===== config.mk =====
export PLATFORM = sky130hd
export DESIGN_NAME = regfile_wb_arbiter
export DESIGN_NICKNAME = d
export VERILOG_FILES = /design/src/rtl/regfile_wb_arbiter.sv
export SDC_FILE = /design/constraint.sdc
export NUM_CORES = 1
export LEC_CHECK = 0
export CAP_MARGIN = 30
export CELL_PAD_IN_SITES_DETAIL_PLACEMENT = 0
export CELL_PAD_IN_SITES_GLOBAL_PLACEMENT = 1
export CORE_ASPECT_RATIO = 1.5
export CORE_MARGIN = 3
export CORE_UTILIZATION = 45
export DETAILED_ROUTE_END_ITERATION = 10
export DONT_BUFFER_PORTS = 1
export PLACE_DENSITY_LB_ADDON = 0.1
export SYNTH_ARGS = -nofsm -noshare
export SYNTH_HDL_FRONTEND = slang
export SYNTH_SLANG_ARGS = --single-unit

===== constraint.sdc =====
create_clock -name clk -period 2 [get_ports clk]
set_clock_uncertainty 0.05 [all_clocks]
set_input_delay 0.5 -clock clk [delete_from_list [all_inputs] [get_ports clk]]
set_output_delay 0.5 -clock clk [all_outputs]
set_load 0.05 [all_outputs]

===== src/rtl/regfile_wb_arbiter.sv =====
// Arbitrates the register-file write port between the pipeline (P) and a long-latency unit (L).
// Optional statistics counters are enabled by defining WB_ARB_STATS_EN.
module regfile_wb_arbiter #(
  parameter int STARVE_LIMIT = 4
) (
  input  logic        clk,
  input  logic        rst,
  input  logic        p_valid,
  output logic        p_ready,
  input  logic [4:0]  p_addr,
  input  logic [31:0] p_data,
  input  logic        l_valid,
  output logic        l_ready,
  input  logic [4:0]  l_addr,
  input  logic [31:0] l_data,
  output logic        we3,
  output logic [4:0]  ad3,
  output logic [31:0] wd3,
  output logic        starved
`ifdef WB_ARB_STATS_EN
  ,
  output logic [31:0] conflict_cnt,
  output logic [31:0] force_cnt,
  output logic [15:0] x0_drop_cnt
`endif
);

  localparam logic [3:0] LIMIT = 4'(STARVE_LIMIT);

  logic [3:0]  r_wait_cnt;
  logic        r_we3;
  logic [4:0]  r_ad3;
  logic [31:0] r_wd3;

  logic        w_force;
  logic        w_p_xfer;
  logic        w_l_xfer;
  logic [4:0]  w_win_addr;
  logic [31:0] w_win_data;

  // Grant depends only on the valids and the wait counter, never on data.
  always_comb begin
    w_force = (r_wait_cnt == LIMIT);
    p_ready = 1'b0;
    l_ready = 1'b0;
    starved = 1'b0;
    if (w_force && l_valid) begin
      l_ready = 1'b1;
      starved = 1'b1;
    end else if (p_valid) begin
      p_ready = 1'b1;
    end else if (l_valid) begin
      l_ready = 1'b1;
    end
  end

  always_comb begin
    w_p_xfer   = p_valid & p_ready;
    w_l_xfer   = l_valid & l_ready;
    w_win_addr = w_p_xfer ? p_addr : l_addr;
    w_win_data = w_p_xfer ? p_data : l_data;
  end

  always_ff @(posedge clk or negedge rst) begin
    if (!rst) begin
      r_wait_cnt <= 4'd0;
    end else if (l_valid && !l_ready) begin
      r_wait_cnt <= (r_wait_cnt == LIMIT) ? LIMIT : r_wait_cnt + 4'd1;
    end else begin
      r_wait_cnt <= 4'd0;
    end
  end

  // Write-port stage: x0 writes complete the handshake but never raise we3.
  always_ff @(posedge clk or negedge rst) begin
    if (!rst) begin
      r_we3 <= 1'b0;
      r_ad3 <= 5'd0;
      r_wd3 <= 32'd0;
    end else if (w_p_xfer || w_l_xfer) begin
      r_we3 <= (w_win_addr != 5'd0);
      r_ad3 <= w_win_addr;
      r_wd3 <= w_win_data;
    end else begin
      r_we3 <= 1'b0;
    end
  end

  assign we3 = r_we3;
  assign ad3 = r_ad3;
  assign wd3 = r_wd3;

`ifdef WB_ARB_STATS_EN
  logic [31:0] r_conflict_cnt;
  logic [31:0] r_force_cnt;
  logic [15:0] r_x0_drop_cnt;

  always_ff @(posedge clk or negedge rst) begin
    if (!rst) begin
      r_conflict_cnt <= 32'd0;
      r_force_cnt    <= 32'd0;
      r_x0_drop_cnt  <= 16'd0;
    end else begin
      if (p_valid && l_valid && (r_conflict_cnt != 32'hFFFF_FFFF))
        r_conflict_cnt <= r_conflict_cnt + 32'd1;
      if (starved && (r_force_cnt != 32'hFFFF_FFFF))
        r_force_cnt <= r_force_cnt + 32'd1;
      if ((w_p_xfer || w_l_xfer) && (w_win_addr == 5'd0) && (r_x0_drop_cnt != 16'hFFFF))
        r_x0_drop_cnt <= r_x0_drop_cnt + 16'd1;
    end
  end

  assign conflict_cnt = r_conflict_cnt;
  assign force_cnt    = r_force_cnt;
  assign x0_drop_cnt  = r_x0_drop_cnt;
`endif

endmodule


==> flow_summary.json <==
{
  "outcome": "complete, no violations",
  "end_kind": "primary output",
  "synth_ff_type": "dfrtp_1",
  "max_freq_mhz": 501.9,
  "initial_core_util": 0.4825,
  "crit_family": "flip-flops",
  "ys_types": 23,
  "post-synth-top-area-fraction": 0.5361,
  "cp.arrival_ns": 1.44,
  "layout-drive-gt1-share": 0.1742,
  "synth_cells": 162,
  "synthToLayoutAreaGrowth_pct": 14.87,
  "wl_um": 5110,
  "syn_area_um2": 1961,
  "overflow": 0,
  "grt_antenna_before_repair": 0,
  "setup_violations": 0,
  "htree_levels": 2,
  "ir_drop_uv": 689.7,
  "gp_congestion": 0.6919,
  "r2r_slack_ns": 0.30,
  "synth_edf_count": 0,
  "insertion_delay_ns": 0.29,
  "fillCellCount": 357,
  "slew_viol_final": 0,
  "fp.dieH_um": 86.84,
  "io_buffers": 0,
  "drt_first_iter_violations": 52,
  "via_per_inst": 6.498,
  "tritoncts": "built",
  "yosys-top-cells-area": "dfrtp_1, a221o_1, and2_1",
  "synth_nets": 242,
  "placed_cell_area_um2": 2039,
  "cts_root_buf": "clkbuf_8",
  "place_hpwl_um": 3670,
  "yosysSeqAreaShare": 0.5361,
  "ys_ff_latch": 42,
  "path_buf_inv": 2,
  "synth_most_common_cell": "dfrtp_1",
  "synth_commonest_cells": "dfrtp_1, a221o_1, and2_1, a211oi_1, nor2_1",
  "coreArea_um2": 4064,
  "grt_pass1_wl_um": 7700,
  "drc_errors": 0,
  "critPathLaunchType": "register",
  "ant_nets": 0,
  "crit_end": "l_ready",
  "rsz0062_at_grt": "yes",
  "fin_crit_sh": 0.9961,
  "whs_path_depth": 1,
  "slowest_delay_ns": 0.38,
  "hold_path.class": "input port to register",
  "relSlewSlack": 0.6723,
  "ff2ff_path_depth": 6,
  "cp_max_fo": 4,
  "avgSynthCellArea_um2": 12.10,
  "clkTransAtPathRegs_ns": 0.07,
  "wl_per_cell_um": 22.91,
  "clock-sinks": 42,
  "grt_max_degree": 43,
  "crit_required_ns": 1.45,
  "synth_top_area_cell": "dfrtp_1",
  "whs_ns": 0.2381,
  "fin_area_um2": 2252,
  "path_depth": 5,
  "dr.pass1.iters": 4,
  "crit_type": "register to primary output",
  "crit_path_start": "r_wait_cnt[1]",
  "cts_buffers": 5,
  "drv_cap": 0,
  "die-area_um2": 5201,
  "final-hold-violation-count": 0,
  "track_usage": 0.1983,
  "period_needed_ns": 1.992,
  "async_flop_share": 1.000,
  "io_pins": 119,
  "dr_total_vias": 1449,
  "crit_chain": "inv_1 -> ha_2 -> nand3b_1 -> a21boi_4 -> buf_12",
  "power_density_nw_per_um2": 925.3,
  "yosysWarnings": 0,
  "r2r-end": "wd3[2]",
  "p_leak_nw": 1.007,
  "multiInputGateArea_um2": 839.6,
  "clock_path_buffers": 2,
  "worstMarginPinSlew_ns": 0.4915,
  "n_antenna_cell": 0,
  "cp_slowest_cell": "dfrtp_1",
  "die_w_um": 59.90,
  "rows": 28,
  "grt_pass1_vias": 1631,
  "finalNetCount": 257,
  "ff_latch_area_um2": 1051,
  "r2r_start": "r_wait_cnt[1]"
}
-- repair_timing --
item                                    CTS  global route
hold buffers                              1             1
resized for setup                         2             4
endpoints found under the setup margin    3             3
pin swaps                                 3             1
hold endpoints to repair                 42             9
cloned                                    0             1
setup buffers                             4             3
-- worst register-to-register path, stage by stage, from the launching register on --
cell	delay [ns]
dfrtp_1	0.38
inv_1	0.06
ha_2	0.20
nand4b_4	0.12
and2_4	0.29
buf_4	0.20
a221o_1	0.30
-- sequential cells by signal, indices dropped and copies added, names as in the netlist --
signal,cells
ad3,5
r_wait_cnt,4
wd3,32
we3,1
-- final cells by class --
type                       instances  share of cell area
sequential                        42              0.4667
multi-input combinational        105              0.3728
timing repair buffer              19             0.08056
clock buffer                       7             0.03389
tap                               45             0.02500
clock inverter                     1             0.01333
inverter                           4            0.007778
-- cells in the final DEF, fill, tap and decap left out, drive strengths merged, types with 4 or more instances in the layout --
cell type / instances
clkbuf: 7
inv: 4
mux2i: 5
nor2: 6
a21oi: 5
a221o: 32
buf: 18
a211oi: 6
and2: 34
dfrtp: 42
nor2b: 5
-- worst min-delay path by stage --
stage               endpoint  slack [ns]  startpoint
global placement     wd3[23]        0.16         rst
CTS                  wd3[19]       0.002         rst
floorplan             ad3[0]        0.15         rst
global route          ad3[1]        0.22     p_valid
finish                ad3[3]        0.24     p_valid
detailed placement   wd3[19]        0.16         rst
-- cell families (layout without fill, tap and decap cells) --
group,count (synthesis),count (layout),synth area share
muxes,5,5,0.02553
and+or+nand+nor,50,51,0.1615
adders and majority gates,2,2,0.01276
DFF,42,42,0.5361
AOI/OAI and AO/OA,45,45,0.2074
buffers and inverters,16,31,0.04786
xor gates and xnor gates,2,2,0.008936
-- per-layer routing --
metal	global-route usage	vias to the layer above	wire length, um
met1	0.2086	719	1734
met2	0.3484	85	2739
li1	-	637	-
met4	0.07258	0	86
met5	0	-	0
met3	0.07452	8	549
-- power breakdown --
part	internal [mW]	switching [mW]	total [mW]
sequential	0.917	0.310	1.23
combinational	0.107	0.101	0.208
clock	0.373	0.276	0.649
total	1.40	0.686	2.08
-- metrics by stage --
| stage | util | power, mW | setup WS (ns) | instances | setup TNS [ns] |
|---|---|---|---|---|---|
| 2_1_floorplan | - | 1.377 | 0.03167 | 162 | 0 |
| 3_3_place_gp | 0.5018 | 1.415 | 0.1367 | 205 | 0 |
| 3_5_place_dp | 0.5018 | 1.423 | 0.1235 | 205 | 0 |
| 4_1_cts | 0.5419 | 2.097 | -0.009438 | 218 | -0.009438 |
| 5_1_grt | 0.5542 | 2.179 | -0.08160 | 223 | -0.08208 |
| 6_report | 0.5542 | 2.084 | 0.007731 | 223 | 0 |
No activity file was read; power rests on OpenSTA's default activity.
